===== src/rtl/store_checker_pkg.sv =====
// Shared types for the MIPS store-bus checker: verdict states, fail codes and log entries.
`timescale 1ns/1ps
package store_check_pkg;

  typedef enum logic [1:0] {
    RUN  = 2'd0,
    PASS = 2'd1,
    FAIL = 2'd2
  } state_t;

  typedef enum logic [1:0] {
    FC_NONE     = 2'd0,
    FC_BAD_ADDR = 2'd1,
    FC_BAD_DATA = 2'd2,
    FC_TIMEOUT  = 2'd3
  } fail_code_t;

  typedef struct packed {
    logic [31:0] addr;
    logic [31:0] data;
  } log_entry_t;

  localparam logic [15:0] STORE_COUNT_MAX = 16'hFFFF;

  // Saturating increment for the 16-bit store counter.
  function automatic logic [15:0] sat_inc16(input logic [15:0] v);
    return (v == STORE_COUNT_MAX) ? v : v + 16'd1;
  endfunction

endpackage


===== src/rtl/store_log_fifo.sv =====
// First-word fall-through FIFO logging captured stores, with sticky drop-on-full flag.
`timescale 1ns/1ps
module store_log_fifo
  import store_check_pkg::*;
#(
  parameter int DEPTH = 8
) (
  input  logic       clk,
  input  logic       reset,
  input  logic       i_push,
  input  log_entry_t i_entry,
  input  logic       i_pop,
  output logic       o_valid,
  output log_entry_t o_head,
  output logic       o_overflow
);

  localparam int AW = $clog2(DEPTH);

  log_entry_t       r_mem [DEPTH];
  logic [AW:0]      r_wr;
  logic [AW:0]      r_rd;
  logic             r_overflow;
  logic             w_full;
  logic             w_empty;
  logic             w_do_pop;
  logic             w_do_push;

  // Extra pointer MSB distinguishes full from empty when the index bits match.
  assign w_empty   = (r_wr == r_rd);
  assign w_full    = (r_wr[AW] != r_rd[AW]) && (r_wr[AW-1:0] == r_rd[AW-1:0]);
  assign w_do_pop  = i_pop && !w_empty;
  assign w_do_push = i_push && (!w_full || w_do_pop);

  always_ff @(posedge clk or negedge reset) begin
    if (!reset) begin
      r_wr       <= '0;
      r_rd       <= '0;
      r_overflow <= 1'b0;
    end else begin
      if (w_do_push) r_wr <= r_wr + 1'b1;
      if (w_do_pop)  r_rd <= r_rd + 1'b1;
      if (i_push && !w_do_push) r_overflow <= 1'b1;
    end
  end

  // Storage carries no reset; the head is masked to zero while empty.
  always_ff @(posedge clk) begin
    if (w_do_push) r_mem[r_wr[AW-1:0]] <= i_entry;
  end

  assign o_valid    = !w_empty;
  assign o_head     = w_empty ? '0 : r_mem[r_rd[AW-1:0]];
  assign o_overflow = r_overflow;

endmodule


===== config.mk =====
export PLATFORM = sky130hd
export DESIGN_NAME = store_log_fifo
export DESIGN_NICKNAME = d
export VERILOG_FILES = /design/src/rtl/store_checker_pkg.sv /design/src/rtl/store_log_fifo.sv
export SDC_FILE = /design/constraint.sdc
export NUM_CORES = 1
export LEC_CHECK = 0
export CAP_MARGIN = 5
export CORE_MARGIN = 2
export CORE_UTILIZATION = 59
export CTS_CLUSTER_DIAMETER = 80
export DETAILED_ROUTE_END_ITERATION = 10
export GPL_TIMING_DRIVEN = 0
export PLACE_DENSITY = 0.8
export SETUP_SLACK_MARGIN = 0.5
export SLEW_MARGIN = 20
export SYNTH_ARGS = -nofsm -noshare
export SYNTH_HDL_FRONTEND = slang
export SYNTH_SLANG_ARGS = --single-unit
export TNS_END_PERCENT = 50

===== constraint.sdc =====
create_clock -name clk -period 9.9 [get_ports clk]
set_input_delay 1.485 -clock clk [delete_from_list [all_inputs] [get_ports clk]]
set_output_delay 1.485 -clock clk [all_outputs]
set_load 0.05 [all_outputs]

==> metrics.txt, run 1 <==
H-tree levels=2; multi-input logic area=4140 sq um; Gate Count Post-Synth=871; Cell Area, Placed=22,600 sq um; post-route ant nets=0; Die Wd=188 um; RSZ-0062 raised after global routing=no; metal2 WL=21,400 um; maximum clock path buffer count=3; Pwr per Cell Area=347 nW/um^2; Max Cap Viol=0; most frequent cells in the layout=512 x edfxtp_1, 132 x clkdlybuf4s50_1, 128 x mux4_2; Worst Setup Path Type=reg2out; final wirelength=41,400 um; initial antenna violation count=3; TritonCTS clock tree=yes; metal1 wirelength=16,600 um; Vias per Instance=6.03; cell depth of the worst hold path=1; gr usage total=23.9%; Detailed Routing Iterations Pass 1=5; R2R cell count=10; Reg-to-Reg End=r_mem[4][43]; Core Box Area=33,400 sq um; max-slew violation count=0; routability cong.=0.759; drt drc=0; Yosys reg bits=521; Worst slew margin=34.9%; CP arrival=3.33 ns; P_leak=8.07 nW; Register Area=15,600 sq um; DR WL met3=2660 um; Final Hold Vio Count=0; Yosys top cell by area=edfxtp_1; worst hold margin=0.463 ns; Synthesized Nets=941; Synth top area share=76.9%; clock-pin slew on the worst setup and hold paths=0.06 ns; Final Instance Area=24,200 sq um; Area growth syn-to-layout=20.8%; Worst setup EP type=output pin; Worst Hold End=o_overflow; worst vdd ir=0.288 mV; vias in the first global route=10,100; clk root buf=clkbuf_16; IO buf count=132; Reg2Reg Launch Point=r_rd[2]; top sig layer=met5; Nets=1,182; WL per Instance=25.9 um; Setup Fix Bufs, Post-CTS=0; hold crit path type=reg2reg; Final min period=4.81 ns; Die Ht=188 um; largest net degree at the start of global routing=21; initial drt markers=828; syn_area_per_cell=23.0 sq um; Max Clock Freq=208 MHz; fin crit share=48.6%; layout cells sized above 1=26.5%; hold-fix buffer count after cts=0; IO Count=134; status=complete, no violations; via total after detailed routing=9,655; Post-Syn Area=20,000 sq um; Worst setup SP type=register; most common cell after layout, fill and taps aside=edfxtp_1; first-pass GRT wire length=62,300 um; skew final=0.0211 ns; Num CTS Buffers=50; post_cts resized=0; ranking of synthesized cells by area=edfxtp_1 77%, mux4_2 14%, mux2i_1 3.2%, nor2_1 1.3%, dfrtp_1 1.1%; clk sinks=521; hpwl dp=27,200 um; die area=35,400 sq um; final core occ=72.2%; clk_lat worst skew=0.55 ns; flop2flop setup slack=6.80 ns; GR Overflow Total=0; final worst setup slack=5.09 ns; CP required=8.42 ns; Initial Utilization=59.8%; Crit Path Max Fanout=10; Rows=67; pre-CTS setup slack=5.49 ns; register area share after synthesis=78.0%; slew of the pin with the lowest slew margin=0.977 ns; Yosys warning count=0; Fill cells=1,860; Final setup viols=0; Yosys cell types=31; Hold Crit Start=o_overflow
-- worst max path at each step --
stage	start	endpoint	slack (ns)
after detailed placement	i_push	r_mem[4][41]	5.49
final	r_rd[1]	o_head[34]	5.09
after floorplan	i_pop	r_mem[4][0]	1.49
after global routing	r_rd[1]	o_head[34]	4.92
after CTS	r_rd[1]	o_head[34]	5.06
after global placement	i_push	r_mem[4][8]	-4.83
-- cell usage after synthesis --
master,count
buf_4,2
nor4_1,1
o31ai_2,1
inv_2,1
nor3_2,1
buf_6,11
mux2i_1,64
o311ai_1,3
nor2_1,70
xor2_1,1
nand4_1,2
and4_1,1
xnor2_2,1
a21o_1,1
nand2_1,6
and3_1,1
nand2b_1,2
o311ai_2,1
buf_1,1
clkbuf_1,5
mux4_2,128
xnor2_1,6
inv_1,2
ha_1,2
or4_1,1
edfxtp_1,512
mux2_1,2
nand3_2,1
dfrtp_1,9
buf_2,29
nor3_1,3
-- routing by layer --
layer | global-route usage [%] | vias up
met2 | 40.4 | 371
met3 | 4.34 | 71
met1 | 32.8 | 5084
met5 | 0 | -
met4 | 6.27 | 2
li1 | - | 4127
-- kinds of logic (layout without fill, tap and decap cells) --
group / count (synthesis) / after routing / synth area share [%]
buffers and inverters: 51 / 330 / 1.59
flip-flops: 521 / 521 / 78.0
AO/OA/AOI/OAI: 6 / 6 / 0.313
other: 0 / 3 / 0
AND/OR/NAND/NOR: 89 / 89 / 1.87
adder cells (fa/ha/maj): 2 / 2 / 0.125
XOR/XNOR: 8 / 8 / 0.388
multiplexers: 194 / 194 / 17.7
-- sequential cells by signal, indices dropped and copies added, names as in the netlist --
name and count:
r_mem 512, r_rd 4, r_wr 4, o_overflow 1
-- worst max-delay path, stage by stage, from the launching register on --
cell and delay (ns):
dfrtp_1 0.34, buf_2 0.21, buf_4 0.24, clkbuf_1 0.55, mux4_2 0.35, mux2i_1 0.07
nor2_1 0.18, clkdlybuf4s50_1 0.83
-- area by class of cell --
class	instances	area share [%]
Multi-Input combinational cell	299	17.1
Clock buffer	66	5.77
Clock inverter	24	0.740
Buffer	48	1.27
Inverter	3	0.0466
Tap cell	448	2.32
Antenna cell	3	0.0311
Sequential cell	521	64.6
Timing Repair Buffer	189	8.15
-- through the flow --
stage	TNS, ns	std cells	power [mW]
finish	0	1601	8.38
global route	0	1598	8.69
CTS	0	1598	8.45
detailed placement	0	1508	6.63
global placement	-603.04	1451	6.53
floorplan	0	871	5.37
-- power by group --
part           switching [mW]  internal (mW)
registers              0.0755           2.77
logic                    2.31           1.41
clock network           0.760           1.06
total                    3.14           5.24
No activity file was read; power rests on OpenSTA's default activity.
==> inputs of run 2 (changes only) <==
clock period = 4.6 ns   (was 9.9 ns; I/O delays follow)
==> run 2 against run 1 <==
  * Total power rose by 120%
  * Die area stayed put
  * Critical path depth did not move
  * Clock power rose by 120%
  * Sequential power rose by 120%
  * Register-to-register slack worse by 5.2 ns
  * Sequential share of layout area down 0.38 points
==> metrics.txt, run 2 (synthesis results as in run 1) <==
status=complete, no violations; via total after detailed routing=9,785; H-tree levels=2; die area=35,400 sq um; internal power=11.4 mW; Worst Hold End=o_overflow; maximum clock path buffer count=3; RSZ-0062 raised after global routing=yes; most frequent cells in the layout=512 x edfxtp_1, 128 x mux4_2, 109 x clkdlybuf4s50_1; Max Cap Viol=0; layout cells sized above 1=26.1%; Final Hold Vio Count=0; post_cts resized=1; Worst setup SP type=register; worst-path cell chain=buf_2, xnor2_1, and4_1, buf_2, buf_2, nor2_1, clkdlybuf4s50_1; Nets=1,170; Reg2Reg Launch Point=r_wr[1]; slew of the pin with the lowest slew margin=0.974 ns; Fill cells=1,849; clk sinks=521; TritonCTS clock tree=yes; Sw Share=37.5%; max-slew violation count=0; GR Overflow Total=0; R2R cell count=8; Reg-to-Reg End=r_mem[3][33]; Worst Setup Path Type=reg2out; Setup Fix Bufs, Post-CTS=0; routability cong.=0.719; Hold Crit Start=o_overflow; Core Box Area=33,400 sq um; Initial Utilization=59.8%; WL per Instance=26.8 um; Vias per Instance=6.16; Die Wd=188 um; cell depth of the worst hold path=1; initial drt markers=827; IO buf count=132; P_sw=6.83 mW; Cell Area, Placed=22,600 sq um; clk root buf=clkbuf_16; Final setup viols=0; crit-path leading delay family=buffers and inverters; drt drc=0; Crit Path Max Fanout=10; Final Instance Area=24,300 sq um; most common cell after layout, fill and taps aside=edfxtp_1; Detailed Routing Iterations Pass 1=5; slowest CP cell=clkdlybuf4s50_1; Pwr per Cell Area=749 nW/um^2; P_leak=8.30 nW; post-route ant nets=0; clock-pin slew on the worst setup and hold paths=0.06 ns; clk_lat worst skew=0.55 ns; final wirelength=42,600 um; worst hold margin=0.456 ns; IO Count=134; setup TNS=0 ns; CP arrival=3.29 ns; worst path bufs/invs=4; first-pass GRT wire length=63,900 um; hold-fix buffer count after cts=0; Num CTS Buffers=50; vias in the first global route=10,200; initial antenna violation count=5; Worst slew margin=35.1%; max incr delay on CP=0.71 ns; CP required=3.91 ns; fin crit share=86.5%; Rows=67; hold crit path type=reg2reg; largest net degree at the start of global routing=22; Final min period=3.98 ns; critical path's most frequent cell=buf_2; hpwl dp=26,500 um; Max Clock Freq=251 MHz; max reg flops=512; skew final=0.0138 ns; worst vdd ir=0.831 mV; combinational share of power=44.1%; Seq pwr share=33.7%; Area growth syn-to-layout=21.5%; Clock Power Share=22.2%; flop2flop setup slack=1.57 ns; Worst setup EP type=output pin; Die Ht=188 um; gr usage total=24.7%
[run 2: changes by cell type in the layout (fill, tap and decap cells not counted), sizes merged, moves of 2 or more]
cell | before | now
diode | 3 | 1
dlymetal6s2s | 0 | 23
clkinv | 20 | 17
clkdlybuf4s50 | 132 | 109
clkbuf | 71 | 76
buf | 100 | 88
[run 2: through the flow]
| stage | std cells | utilization [%] | power (mW) | setup WS [ns] |
|---|---|---|---|---|
| 5_1_grt | 1588 | 72.7 | 18.9 | 0.460 |
| 2_1_floorplan | 871 | - | 11.6 | -1.29 |
| 3_5_place_dp | 1496 | 67.6 | 14.3 | 1.13 |
| 4_1_cts | 1588 | 72.5 | 18.4 | 0.526 |
| 3_3_place_gp | 1451 | 65.5 | 14.0 | -5.88 |
| 6_report | 1589 | 72.7 | 18.2 | 0.623 |
[run 2: final cells by class]
cell class / count / area [sq um] / share of cell area [%]
buffer: 48 / 308 / 1.27
sequential: 521 / 15600 / 64.2
multi-input combinational: 299 / 4150 / 17.1
clock buffer: 71 / 1430 / 5.90
antenna: 1 / 2.50 / 0.0103
clock inverter: 21 / 191 / 0.787
inverter: 3 / 11.3 / 0.0463
tap: 448 / 561 / 2.31
timing repair buffer: 177 / 2050 / 8.44
[run 2: worst max-delay path by stage]
| stage | start | end | slack [ns] | cells after the start |
|---|---|---|---|---|
| finish | r_wr[1] | o_head[16] | 0.62 | 7 |
| CTS | r_wr[1] | o_head[14] | 0.53 | 7 |
| global route | r_wr[1] | o_head[55] | 0.46 | 7 |
| floorplan | r_wr[1] | r_mem[6][0] | -1.29 | 5 |
| detailed placement | r_rd[1] | o_head[37] | 1.13 | 7 |
| global placement | i_push | r_mem[6][29] | -5.88 | 3 |
[run 2: power by group through the flow]
| stage | clock [mW] | sequential, mW | combinational [mW] |
|---|---|---|---|
| floorplan | 0 | 6.25 | 5.31 |
| global placement | 0 | 6.33 | 7.67 |
| detailed placement | 0 | 6.22 | 8.07 |
| CTS | 4.08 | 6.14 | 8.15 |
| global route | 4.26 | 6.18 | 8.43 |
| finish | 4.04 | 6.14 | 8.03 |
[run 2: layer usage]
metal | wire length [um] | track usage, % | vias up
li1 | - | - | 4107
met1 | 16500 | 33.3 | 5182
met5 | 55 | 0 | -
met4 | 958 | 6.45 | 8
met3 | 3220 | 4.77 | 75
met2 | 21900 | 41.9 | 413
==> inputs of run 3 (changes only) <==
CORE_ASPECT_RATIO = 0.9   (was not set)
==> run 3 against run 2 <==
  * Final cell count increased by 0.38%
  * Critical path type unchanged
  * Clock power increased by 1%
  * Clock skew decreased by 0.0020 ns
  * Routed wire length increased by 0.66%
  * Register-to-register slack got worse by 0.10 ns
==> metrics.txt, run 3 (synthesis results as in run 1) <==
status=complete, no violations; H-tree levels=2; drt drc=0; Area growth syn-to-layout=21.2%; Die Ht=179 um; metal2 WL=21,400 um; Die Wd=198 um; Reg-to-Reg End=r_mem[5][34]; Rows=63; maximum clock path buffer count=3; gr usage total=25.0%; max-slew violation count=0; Final min period=4.03 ns; clk sinks=521; vias in the first global route=10,100; post-route ant nets=0; CP arrival=3.34 ns; routability cong.=0.707; R2R cell count=10; worst vdd ir=0.628 mV; initial antenna violation count=5; slew of the pin with the lowest slew margin=0.909 ns; Pwr per Cell Area=756 nW/um^2; Worst setup EP type=output pin; Fill cells=1,816; hold crit path type=in2async; hpwl dp=26,600 um; worst-path cell chain=buf_2, buf_4, buf_2, mux4_2, mux2i_1, nor2_1, clkdlybuf4s50_1; Max Cap Viol=0; Max Clock Freq=248 MHz; DR WL met3=3180 um; Final Hold Vio Count=0; metal1 wirelength=16,800 um; final wirelength=42,900 um; skew final=0.0118 ns; top sig layer=met5; Core Box Area=33,200 sq um; IO buf count=132; WL per Instance=26.9 um; flop2flop setup slack=1.47 ns; die area=35,400 sq um; slowest CP cell=clkdlybuf4s50_1; Nets=1,169; max reg flops=512; CP required=3.91 ns; Vias per Instance=6.10; via total after detailed routing=9,731; pre-CTS setup slack=1.06 ns; Num CTS Buffers=50; setup TNS=0 ns; GR Overflow Total=0; IO Count=134; first-pass GRT wire length=63,000 um; initial drt markers=1,014; RSZ-0062 raised after global routing=no; worst path bufs/invs=4; Worst Setup Path Type=reg2out; Initial Utilization=60.3%; Final setup viols=0; worst hold margin=0.453 ns; crit-path leading delay family=buffers and inverters; Detailed Routing Iterations Pass 1=6; most frequent cells in the layout=512 x edfxtp_1, 132 x clkdlybuf4s50_1, 128 x mux4_2; Crit Path Max Fanout=10; clock-pin slew on the worst setup and hold paths=0.06 ns; fin crit share=87.5%; final worst setup slack=0.575 ns; max incr delay on CP=0.87 ns; layout cells sized above 1=26.2%; clk_lat worst skew=0.56 ns; Pwr Total=18.3 mW; largest net degree at the start of global routing=22; Worst slew margin=39.4%; P_leak=8.05 nW; clk root buf=clkbuf_16; TritonCTS clock tree=yes; Reg2Reg Launch Point=r_wr[1]; most common cell after layout, fill and taps aside=edfxtp_1; Final Instance Area=24,200 sq um; critical path's most frequent cell=buf_2; Worst setup SP type=register; Cell Area, Placed=22,600 sq um
run 3: area by class of cell:
type,count,area [sq um],share of cell area [%]
clock buffers,63,1320,5.45
well taps,455,569,2.35
clock inverters,29,317,1.31
multi-input cells,299,4150,17.1
flip-flops and latches,521,15600,64.4
plain buffers,48,309,1.28
repair buffers,176,1950,8.06
inverters,3,11.3,0.0465
diodes,1,2.50,0.0103
run 3: stage by stage:
step                instances  util, %
CTS                      1594     73.0
floorplan                 871        -
finish                   1595     73.0
global route             1595     73.0
global placement         1458     66.0
detailed placement       1502     68.1
run 3: per-layer routing:
metal	global-route usage, %	vias up
li1	-	4108
met1	34.0	5045
met2	41.3	460
met3	4.40	110
met4	9.49	8
met5	0	-
run 3: timing repair:
item	in CTS	in global routing
pin swaps	0	0
gates resized for setup	1	2
setup buffers	0	0
setup endpoints to repair	4	1
hold buffers	0	0
run 3: worst max path at each step:
stage | from | end | cells past startpoint
floorplan | r_wr[1] | r_mem[6][0] | 5
global placement | i_push | r_mem[5][36] | 3
detailed placement | i_push | r_mem[5][36] | 8
CTS | r_rd[1] | o_head[13] | 6
global route | r_rd[1] | o_head[44] | 7
finish | r_rd[1] | o_head[44] | 7
run 3: worst reg2reg max path, cell delays in order, from the launching register on:
cell     delay [ns]
dfrtp_1        0.39
buf_2          0.20
xnor2_1        0.25
nand3_2        0.25
nor3_2         0.59
nor3_2         0.27
buf_6          0.22
buf_4          0.19
buf_6          0.16
buf_4          0.19
buf_4          0.19
run 3: power breakdown:
group | internal, mW | total, mW | switching (mW)
combinational | 3.04 | 8.09 | 5.05
sequential | 5.96 | 6.14 | 0.172
clock | 2.42 | 4.09 | 1.67
total | 11.4 | 18.3 | 6.89
